`config.mk`:
```
export PLATFORM = sky130hd
export DESIGN_NAME = complex_multiplier_controller
export DESIGN_NICKNAME = d
export VERILOG_FILES = /design/src/rtl/complex_mul_pkg.sv /design/src/rtl/mul_wait_watchdog.sv /design/src/rtl/complex_multiplier_controller.sv
export SDC_FILE = /design/constraint.sdc
export NUM_CORES = 1
export LEC_CHECK = 0
export ABC_CLOCK_PERIOD_IN_PS = 1500
export BUFFER_PORTS_ARGS = -buffer_cell sky130_fd_sc_hd__clkbuf_2
export CAP_MARGIN = 0
export CORE_MARGIN = 4
export CORE_UTILIZATION = 35
export CTS_CLUSTER_SIZE = 10
export DETAILED_ROUTE_END_ITERATION = 8
export GPL_TIMING_DRIVEN = 0
export PLACE_DENSITY = 0.56
export SYNTH_ARGS = -nofsm -noshare
export SYNTH_HDL_FRONTEND = slang
export SYNTH_SLANG_ARGS = --single-unit
```
`constraint.sdc`:
```
create_clock -name clk -period 1.5 [get_ports clk]
set_input_delay 0.15 -clock clk [delete_from_list [all_inputs] [get_ports clk]]
set_output_delay 0.15 -clock clk [all_outputs]
set_load 0.1 [all_outputs]
```
`src/rtl/complex_mul_pkg.sv`:
```
// complex_mul_pkg: shared state encoding, select/op constants and watchdog sizing.
package complex_mul_pkg;
  typedef enum logic [3:0] {
    IDLE, LOAD, AC_S, AC_W, BD_S, BD_W, AD_S, AD_W, BC_S, BC_W, DONE
  } state_t;
  localparam logic SEL_HI  = 1'b0;
  localparam logic SEL_LO  = 1'b1;
  localparam logic OP_ADD  = 1'b0;
  localparam logic OP_SUB  = 1'b1;
  localparam logic SELA_RE = 1'b0;
  localparam logic SELA_IM = 1'b1;
  localparam int TIMEOUT_DEF = 64;
  function automatic int tmo_width(input int timeout);
    return $clog2(timeout);
  endfunction
endpackage

```
`src/rtl/mul_wait_watchdog.sv`:
```
// mul_wait_watchdog: counts multiplier-wait cycles and flags the last allowed one.
module mul_wait_watchdog
  import complex_mul_pkg::*;
#(
  parameter int TIMEOUT = TIMEOUT_DEF
) (
  input  logic clk,
  input  logic rst,
  input  logic clear,
  input  logic run,
  output logic expired
);
  localparam int W = tmo_width(TIMEOUT);
  logic [W-1:0] cnt;
  always_ff @(posedge clk or negedge rst) begin
    if (!rst) cnt <= '0;
    else if (clear) cnt <= '0;
    else if (run) cnt <= cnt + 1'b1;
  end
  assign expired = run && (cnt == W'(TIMEOUT - 1));
endmodule

```
`src/rtl/complex_multiplier_controller.sv`:
```
// complex_multiplier_controller: sequences the four shared-multiplier products
// of a complex multiply and guards each multiplier wait with a watchdog.
module complex_multiplier_controller
  import complex_mul_pkg::*;
#(
  parameter int TIMEOUT = TIMEOUT_DEF
) (
  input  logic clk,
  input  logic rst,
  input  logic start,
  input  logic mulReady,
  output logic ldX,
  output logic ldY,
  output logic selX,
  output logic selY,
  output logic startMul,
  output logic addBarSub,
  output logic ldRR,
  output logic ldIR,
  output logic initRR,
  output logic initIR,
  output logic selA,
  output logic busy,
  output logic done,
  output logic err
);
  state_t state, nxt;
  logic in_start, in_wait, expired, timeout;
  assign in_start = state inside {AC_S, BD_S, AD_S, BC_S};
  assign in_wait  = state inside {AC_W, BD_W, AD_W, BC_W};
  assign timeout  = expired && !mulReady;
  mul_wait_watchdog #(.TIMEOUT(TIMEOUT)) u_wd (
    .clk(clk), .rst(rst), .clear(in_start), .run(in_wait), .expired(expired)
  );
  always_comb begin
    nxt = IDLE;
    case (state)
      IDLE:    nxt = start ? LOAD : IDLE;
      LOAD:    nxt = AC_S;
      AC_S:    nxt = AC_W;
      AC_W:    nxt = mulReady ? BD_S : timeout ? IDLE : AC_W;
      BD_S:    nxt = BD_W;
      BD_W:    nxt = mulReady ? AD_S : timeout ? IDLE : BD_W;
      AD_S:    nxt = AD_W;
      AD_W:    nxt = mulReady ? BC_S : timeout ? IDLE : AD_W;
      BC_S:    nxt = BC_W;
      BC_W:    nxt = mulReady ? DONE : timeout ? IDLE : BC_W;
      default: nxt = IDLE;
    endcase
  end
  always_ff @(posedge clk or negedge rst) begin
    if (!rst) begin
      state <= IDLE;
      err   <= 1'b0;
    end else begin
      state <= nxt;
      if (state == IDLE && start) err <= 1'b0;
      else if (timeout) err <= 1'b1;
    end
  end
  assign ldX       = state == LOAD;
  assign ldY       = state == LOAD;
  assign initRR    = state == LOAD;
  assign initIR    = state == LOAD;
  assign startMul  = in_start;
  assign selX      = state inside {BD_S, BD_W, BC_S, BC_W} ? SEL_LO : SEL_HI;
  assign selY      = state inside {BD_S, BD_W, AD_S, AD_W} ? SEL_LO : SEL_HI;
  assign selA      = state inside {AD_S, AD_W, BC_S, BC_W} ? SELA_IM : SELA_RE;
  assign addBarSub = state inside {BD_S, BD_W} ? OP_SUB : OP_ADD;
  // Result loads are the only Mealy outputs: they fire on the mulReady cycle.
  assign ldRR      = state inside {AC_W, BD_W} && mulReady;
  assign ldIR      = state inside {AD_W, BC_W} && mulReady;
  assign busy      = state != IDLE;
  assign done      = state == DONE;
endmodule

```
# ---- Yosys cells after proc, flatten, opt, wreduce, memory -nomap -nowiden
# Cells that the tools add are included.
dict set report totals {
  regBits 11
  out_inout_bits 14
}
dict set report classes {
  muxes 18
  n_addsub 1
  eq_ne 11
  reduce_logical 18
}
# operator n
set ops {}
lappend ops {{$pmux W4 S10} 1}
lappend ops {{$reduce_bool A4 Y1} 6}
lappend ops {{$eq A4 B3 Y1 const B} 4}
lappend ops {{$eq A4 B4 Y1 const B} 3}
lappend ops {{$mux W3} 4}
lappend ops {{$mux W4} 3}
lappend ops {{$mux W6} 2}
lappend ops {{$reduce_bool A2 Y1} 5}
lappend ops {{$eq A4 B2 Y1 const B} 2}
lappend ops {{$mux W1} 7}
lappend ops {{$add A6 B1 Y6 const B} 1}
lappend ops {{$eq A6 B6 Y1 const B} 1}
lappend ops {{$logic_and A1 B1 Y1} 5}
lappend ops {{$eq A4 B1 Y1 const B} 1}
lappend ops {{$logic_not A4 Y1} 1}
lappend ops {{$mux W2} 1}
lappend ops {{$logic_not A1 Y1} 1}

# ---- Depth between registers and ports, before layout
# Gate-level depths: netlist of run 1.
dict set report depth {
  depth_word 7
  ltp_mapped 4
}

# ---- Cells and area by module
# From an unflattened synthesis of run 1, not the netlist that was laid out.
dict set report hier_totals {
  hier_cells 77
  hier_area_um2 679.4
}
# module area_each_um2 instances cells_each seq_area_each_um2
set modules_own_cells {}
lappend modules_own_cells {complex_multiplier_controller 389.1 1 49 125.1}
lappend modules_own_cells {mul_wait_watchdog 290.3 1 28 150.1}

# ---- Worst setup path before layout of run 1
# Ideal clock, no wire load.
dict set report synth_path {
  path_kind {register to output}
  start {reg state[2]}
  end {out ldIR}
  path_stages_with_launch 5
  path_slack_ns -2.197
  required_ns 1.350
  path_buffers 0
  t_arrival_ns 3.547
  cell_sequence {dfrtp_1 > or2b_1 > inv_1 > a21o_1 > nor2b_1}
}
dict set report synth_via {
  elab_chain_len 3
  elab_cells_between_ends 4
}
# item line_no
set synth_rtl {}
lappend synth_rtl {{start, declared} complex_multiplier_controller.sv:27} ;# state_t state, nxt;
lappend synth_rtl {{start signal, assigned} complex_multiplier_controller.sv:56} ;# state <= nxt;
lappend synth_rtl {{$eq A4 B3 Y1 / $eq A4 B4 Y1 (equally long branches)} complex_multiplier_controller.sv:72} ;# assign ldIR = state inside {AD_W, BC_W} && mulReady;
lappend synth_rtl {{$reduce_bool A2 Y1 *} complex_multiplier_controller.sv:72}
lappend synth_rtl {{$logic_and A1 B1 Y1 *} complex_multiplier_controller.sv:72}
lappend synth_rtl {{end, declared} complex_multiplier_controller.sv:19} ;# output logic ldIR,
# Mark *: on every way between the ends. The rest lies on a longest branch, timed or not.

# ---- Final worst setup path of run 1
dict set report layout_path {
  start {reg state[2]}
  end {out selA}
}
dict set report layout_via {
  elab_chain_len 3
  elab_cells_between_ends 6
}
# item line_no
set layout_rtl {}
lappend layout_rtl {{$eq A4 B3 Y1 / $eq A4 B4 Y1 (equally long branches)} complex_multiplier_controller.sv:68} ;# assign selA = state inside {AD_S, AD_W, BC_S, BC_W} ? SELA_IM : SELA_RE;
lappend layout_rtl {{$reduce_bool A4 Y1 *} complex_multiplier_controller.sv:68}
lappend layout_rtl {{$mux W1 *} complex_multiplier_controller.sv:68}
lappend layout_rtl {{end, declared} complex_multiplier_controller.sv:22} ;# output logic selA,
# Marks and branches as above.

==> flow_metrics.env, run 1 <==
export IMPL_clk_pin_slew_ns=0.08
export IMPL_cap_viol_max_count=0
export IMPL_violations="negative setup slack"
export IMPL_ys_seq_area_share_pct=32.45
export IMPL_setup_viol=12
export IMPL_final_hold_worst_slack_ns=0.04191
export IMPL_drtIter0Drc=42
export IMPL_critPathBufInv=3
export IMPL_crit_family="flip-flops"
export IMPL_cts_sinks=11
export IMPL_cts_buffers=3
export IMPL_synth_cell_types=44
export IMPL_rows=17
export IMPL_synth_top_area_share_pct=32.45
export IMPL_hold_viol_final=0
export IMPL_start_kind="flop"
export IMPL_synth_area_leaders="dfrtp_1, o21ai_0, buf_6, a311o_1, nand3_1"
export IMPL_cp_end_kind="output pin"
export IMPL_num_vias=937
export IMPL_crit_path_top_delay_cell="dfrtp_2"
export IMPL_synth_ff_type="dfrtp_1"
export IMPL_dieArea_mm2=0.003275
export IMPL_htreeDepth=1
export IMPL_clock_skew_ns=0.007449
export IMPL_hpwl_um=1535
export IMPL_remaining_drc_errors=0
export IMPL_syn_area_um2=848.3
export IMPL_wirelength_um=2745
export IMPL_rsz0062_at_grt="yes"
export IMPL_path_cells="or2b_4 > clkinvlp_4 > a21o_4 > buf_4 > clkbuf_16"
export IMPL_cpPeakStageDelay_ns=0.45
export IMPL_first_global_vias=821
export IMPL_synth_async_reset_ratio_pct=100.0
export IMPL_fin_ws_ns=-0.2817
export IMPL_die_x_um=57.23
export IMPL_slew_violations=0
export IMPL_io_pins=18
export IMPL_min_path_type="input port to flop"
export IMPL_initial_core_util_pct=37.62
export IMPL_outcome="complete, but fails checks"
export IMPL_synth_top_cell_by_area="dfrtp_1"
export IMPL_clk_latency_ns=0.28
export IMPL_syn_inst=94
export IMPL_core_area_mm2=0.002255
export IMPL_avgSynthCellArea_um2=9.025
export IMPL_routedWlPerCell_um=16.34
export IMPL_nNetsFinal=146
export IMPL_cp_max_fo=4
export IMPL_ys_ff_latch=11
export IMPL_ys_warn_count=0
export IMPL_tns_ns=-2.292
export IMPL_fmax_mhz=561.3
export IMPL_synth_fp_nets=99
export IMPL_cts_tree="done"
export IMPL_cts_root_buf="clkbuf_4"
export IMPL_drive_gt1_share_pct=59.29
export IMPL_antenna_found_initial=0
export IMPL_dr_pass1_iters=4
export IMPL_final_antenna_net_count=0
export IMPL_clockBufferDepth=2
export IMPL_drt_vias_per_instance=5.577
export IMPL_grt_max_degree=12
export IMPL_fin_crit_sh_pct=118.8
export IMPL_antenna_cells=0
export IMPL_syn2layout_area_growth_pct=97.35
export IMPL_grt_pass1_wl_um=4105
export IMPL_die_h_um=57.23
export IMPL_setup_worst_path_class="flop to output pin"
export IMPL_portBuffers=17
export IMPL_finalWeightedCongestion=0.7995
export IMPL_worst_slew_pin_slew_ns=0.5403
export IMPL_fin_crit_ns=1.782
export IMPL_grt_overflow=0
export IMPL_worstPathRequired_ns=1.35
export IMPL_crit_arrival_ns=1.63
export IMPL_track_usage_pct=15.85
export IMPL_synth_edf_count=0
export IMPL_maxSlewHeadroom_pct=64.13
[kinds of logic after synthesis]
| logic type | share of synthesized area [%] |
|---|---|
| fa+ha+maj | 1.475 |
| compound gates | 23.89 |
| flops | 32.45 |
| simple gates | 31.56 |
| xor+xnor | 1.033 |
| buf+inv | 9.586 |
[metal layers]
| metal | part of all wire [%] | up-vias | GRT usage (%) | routed length [µm] |
|---|---|---|---|---|
| met3 | 5.9 | 8 | 2.036 | 161 |
| met5 | 0 | - | 0 | 0 |
| met4 | 1.9 | 0 | 5.629 | 53 |
| met2 | 50 | 44 | 24.14 | 1378 |
| li1 | - | 440 | - | - |
| met1 | 42 | 445 | 22.90 | 1153 |
[registers in the layout, summed over array words and instances (netlist names)]
signal / flops
u_wd.cnt: 6
err: 1
state: 4
[layout by cell type, fill, tap and decap left out, types with 3 or more instances in the layout]
cell type,synthesis,routed
buf_12,0,9
clkbuf_2,0,4
a311o_1,3,3
dfrtp_2,0,4
nand2_1,5,4
nand3_1,6,6
o21ai_1,3,3
clkbuf_4,0,3
buf_6,3,7
nor2_4,0,3
dfrtp_1,11,7
nor2b_1,4,3
nand2b_1,4,4
clkbuf_16,0,9
buf_4,3,19
o21ai_0,7,7
[timing repair]
| action | 4_1_cts | 5_1_grt |
|---|---|---|
| hold endpoints to repair | 11 | 0 |
| hold buffers | 1 | 0 |
| buffers inserted | 10 | 14 |
| pin swaps | 7 | 11 |
| endpoints found under the setup margin | 14 | 18 |
| gates resized for setup | 44 | 24 |
[synth_stat cells (2+ instances only)]
cell / instances
dfrtp_1: 11
o21ai_0: 7
nand3_1: 6
nand2_1: 5
nand2b_1: 4
nor2_1: 4
nor2b_1: 4
a311o_1: 3
and3_1: 3
buf_4: 3
buf_6: 3
inv_1: 3
o21ai_1: 3
a21oi_1: 2
buf_2: 2
nand4_1: 2
o211ai_1: 2
[through the flow]
| step | utilization, % | instances | setup slack, ns | instance area (µm²) |
|---|---|---|---|---|
| floorplan | - | 94 | -0.6947 | 991.0 |
| global placement | 49.28 | 139 | -0.4105 | 1111 |
| detailed placement | 49.28 | 139 | -0.4021 | 1111 |
| CTS | 65.15 | 154 | -0.2628 | 1469 |
| global route | 74.25 | 168 | -0.3393 | 1674 |
| finish | 74.25 | 168 | -0.2817 | 1674 |
[final cells by class]
type | instances | area [µm²]
multi-input combinational | 71 | 635.6
fill | 150 | 580.6
sequential | 11 | 280.3
tap | 28 | 35.03
inverter | 3 | 21.27
timing repair buffer | 42 | 534.3
clock buffer | 4 | 26.28
buffer | 9 | 141.4
[path summary, 6_finish.rpt]
| path | startpoint | slack [ns] | cells after the start | endpoint |
|---|---|---|---|---|
| max | state[2]$_DFF_PN0_ | -0.28 | 5 | selA |
| min | start | 0.04 | 2 | err$_DFFE_PN0P_ |
| max reg2reg | state[2]$_DFF_PN0_ | 0.02 | 5 | state[3]$_DFF_PN0_ |
| min reg2reg | err$_DFFE_PN0P_ | 0.53 | 1 | err$_DFFE_PN0P_ |
| max in group asynchronous | rst | 0.95 | 2 | u_wd.cnt[0]$_DFFE_PN0P_ |
| min in group asynchronous | rst | 0.29 | 2 | err$_DFFE_PN0P_ |
Power of run 1 is left out: the tool's default activity adds up to more than one toggle a clock period on the data nets, which glitch-free logic cannot reach.
==> run 2, diff against run 1 <==
--- a/config.mk
+++ b/config.mk
@@ -9,11 +9,11 @@
 export BUFFER_PORTS_ARGS = -buffer_cell sky130_fd_sc_hd__clkbuf_2
 export CAP_MARGIN = 0
 export CORE_MARGIN = 4
-export CORE_UTILIZATION = 35
+export CORE_UTILIZATION = 40
 export CTS_CLUSTER_SIZE = 10
 export DETAILED_ROUTE_END_ITERATION = 8
 export GPL_TIMING_DRIVEN = 0
-export PLACE_DENSITY = 0.56
+export PLACE_DENSITY = 0.63
 export SYNTH_ARGS = -nofsm -noshare
 export SYNTH_HDL_FRONTEND = slang
 export SYNTH_SLANG_ARGS = --single-unit
==> run 2 against run 1 <==
  * The run still ends with negative setup slack left
  * Wire length up 6.7%
  * Via count rose by 2.0%
  * Clock-buffer cell count stayed put
  * Non-clock buffer count down 3
  * Critical endpoint is now ldIR
==> flow_metrics.env, run 2 (synthesized netlist as in run 1, its figures left out) <==
export IMPL_outcome="complete, but fails checks"
export IMPL_violations="negative setup slack"
export IMPL_timing_rr_start="u_wd.cnt[0]$_DFFE_PN0P_"
export IMPL_cp_startpoint="state[2]$_DFF_PN0_"
export IMPL_layout_commonest_cell="buf_4"
export IMPL_reg_largest_list="u_wd.cnt: 6 flops, state: 4 flops, err: 1 flops"
export IMPL_grt_pass1_wl_um=4312
export IMPL_clockBufferDepth=2
export IMPL_cp_max_fo=4
export IMPL_nNetsFinal=143
export IMPL_fmax_mhz=563.0
export IMPL_path_cells="or2b_4 > clkinvlp_4 > a21o_4 > nor2b_4 > clkbuf_16"
export IMPL_maxSlewHeadroom_pct=64.15
export IMPL_die_x_um=54.05
export IMPL_clock_skew_ns=0.005145
export IMPL_clk_pin_slew_ns=0.08
export IMPL_syn2layout_area_growth_pct=90.27
export IMPL_worstPathRequired_ns=1.35
export IMPL_hp_start="start"
export IMPL_cap_viol_max_count=0
export IMPL_rsz0062_at_grt="yes"
export IMPL_initial_core_util_pct=42.80
export IMPL_io_pins=18
export IMPL_hpwl_um=1438
export IMPL_track_usage_pct=20.65
export IMPL_crit_family="flip-flops"
export IMPL_first_global_vias=856
export IMPL_core_area_mm2=0.001982
export IMPL_grt_overflow=0
export IMPL_drtIter0Drc=20
export IMPL_dr_pass1_iters=4
export IMPL_cts_buffers=3
export IMPL_nFillCells=98
export IMPL_fin_crit_sh_pct=118.4
export IMPL_cpPeakStageDelay_ns=0.44
export IMPL_antenna_cells=0
export IMPL_slew_violations=0
export IMPL_cts_sinks=11
export IMPL_start_kind="flop"
export IMPL_regToRegSetupSlack_ns=0.04
export IMPL_fin_ws_ns=-0.2760
export IMPL_clk_latency_ns=0.27
export IMPL_drt_vias_per_instance=5.829
export IMPL_setup_worst_path_class="flop to output pin"
export IMPL_largest_register_ffs=6
export IMPL_cp_end_kind="output pin"
export IMPL_finalWeightedCongestion=0.7614
export IMPL_crit_arrival_ns=1.63
export IMPL_crit_path_top_delay_cell="dfrtp_2"
export IMPL_hold_viol_final=0
export IMPL_critPathBufInv=2
export IMPL_wirelength_um=2928
export IMPL_cts_root_buf="clkbuf_4"
export IMPL_cts_tree="done"
export IMPL_htreeDepth=1
export IMPL_rows=16
export IMPL_setup_viol=12
export IMPL_dieArea_mm2=0.002921
export IMPL_portBuffers=17
export IMPL_mostFrequentLayoutCells="buf_4, buf_12, dfrtp_1"
export IMPL_drive_gt1_share_pct=56.20
export IMPL_die_h_um=54.05
export IMPL_top_register="u_wd.cnt"
export IMPL_antenna_found_initial=0
export IMPL_grt_max_degree=12
export IMPL_num_vias=956
export IMPL_remaining_drc_errors=0
export IMPL_final_antenna_net_count=0
export IMPL_routedWlPerCell_um=17.85
export IMPL_fin_crit_ns=1.776
export IMPL_dp_slack_ns=-0.3668
export IMPL_min_path_type="input port to flop"
export IMPL_worst_slew_pin_slew_ns=0.5400
[run 2: cell types whose count changed in the layout (fill, tap and decap cells not counted), sizes merged]
cell	previous run	this run
buf	37	35
clkbuf	17	16
[run 2: path summary, 6_finish.rpt]
| check | endpoint | cells after the start |
|---|---|---|
| max | ldIR | 5 |
| min | err$_DFFE_PN0P_ | 2 |
| max reg2reg | state[2]$_DFF_PN0_ | 4 |
| min reg2reg | err$_DFFE_PN0P_ | 1 |
| max in group asynchronous | state[1]$_DFF_PN0_ | 2 |
| min in group asynchronous | state[3]$_DFF_PN0_ | 2 |
[run 2: cell type report]
cell class / instances / area (µm²) / share of cell area, %
multi-input combinational: 71 / 630.6 / 39.07
sequential: 11 / 277.8 / 17.21
clock buffer: 4 / 26.28 / 1.628
buffer: 9 / 128.9 / 7.985
inverter: 3 / 21.27 / 1.318
tap: 27 / 33.78 / 2.093
timing repair buffer: 39 / 495.5 / 30.70
[run 2: stage by stage]
step	hold slack, ns	TNS, ns	utilization [%]	instance area, µm²	cells
6_report	0.08225	-2.136	81.44	1614	164
5_1_grt	0.07534	-2.792	81.44	1614	164
4_1_cts	0.05779	-1.763	74.24	1471	156
3_5_place_dp	0.05025	-2.019	56.00	1110	138
3_3_place_gp	0.04217	-2.006	56.00	1110	138
2_1_floorplan	-0.1456	-2.864	-	991.0	94
[run 2: per-layer routing]
layer | part of all wire, % | vias up | global-route usage (%)
met1 | 42 | 460 | 26.02
met4 | 1.7 | 0 | 6.224
met3 | 4.4 | 8 | 1.662
met2 | 52 | 45 | 37.10
met5 | 0 | - | 0
li1 | - | 443 | -
[run 2: what timing repair did]
action,CTS,global route
gates resized for setup,39,20
endpoints found under the setup margin,14,18
hold buffers,1,0
pin swaps,6,10
endpoints found under the hold margin,11,0
setup buffers,13,9
[run 2: worst reg2reg max path, cell delays in order (launching register included)]
cell,delay [ns]
dfrtp_1,0.42
ha_4,0.19
and3_4,0.19
a311o_1,0.36
a31oi_1,0.21
Power of run 2 is left out for the same reason.
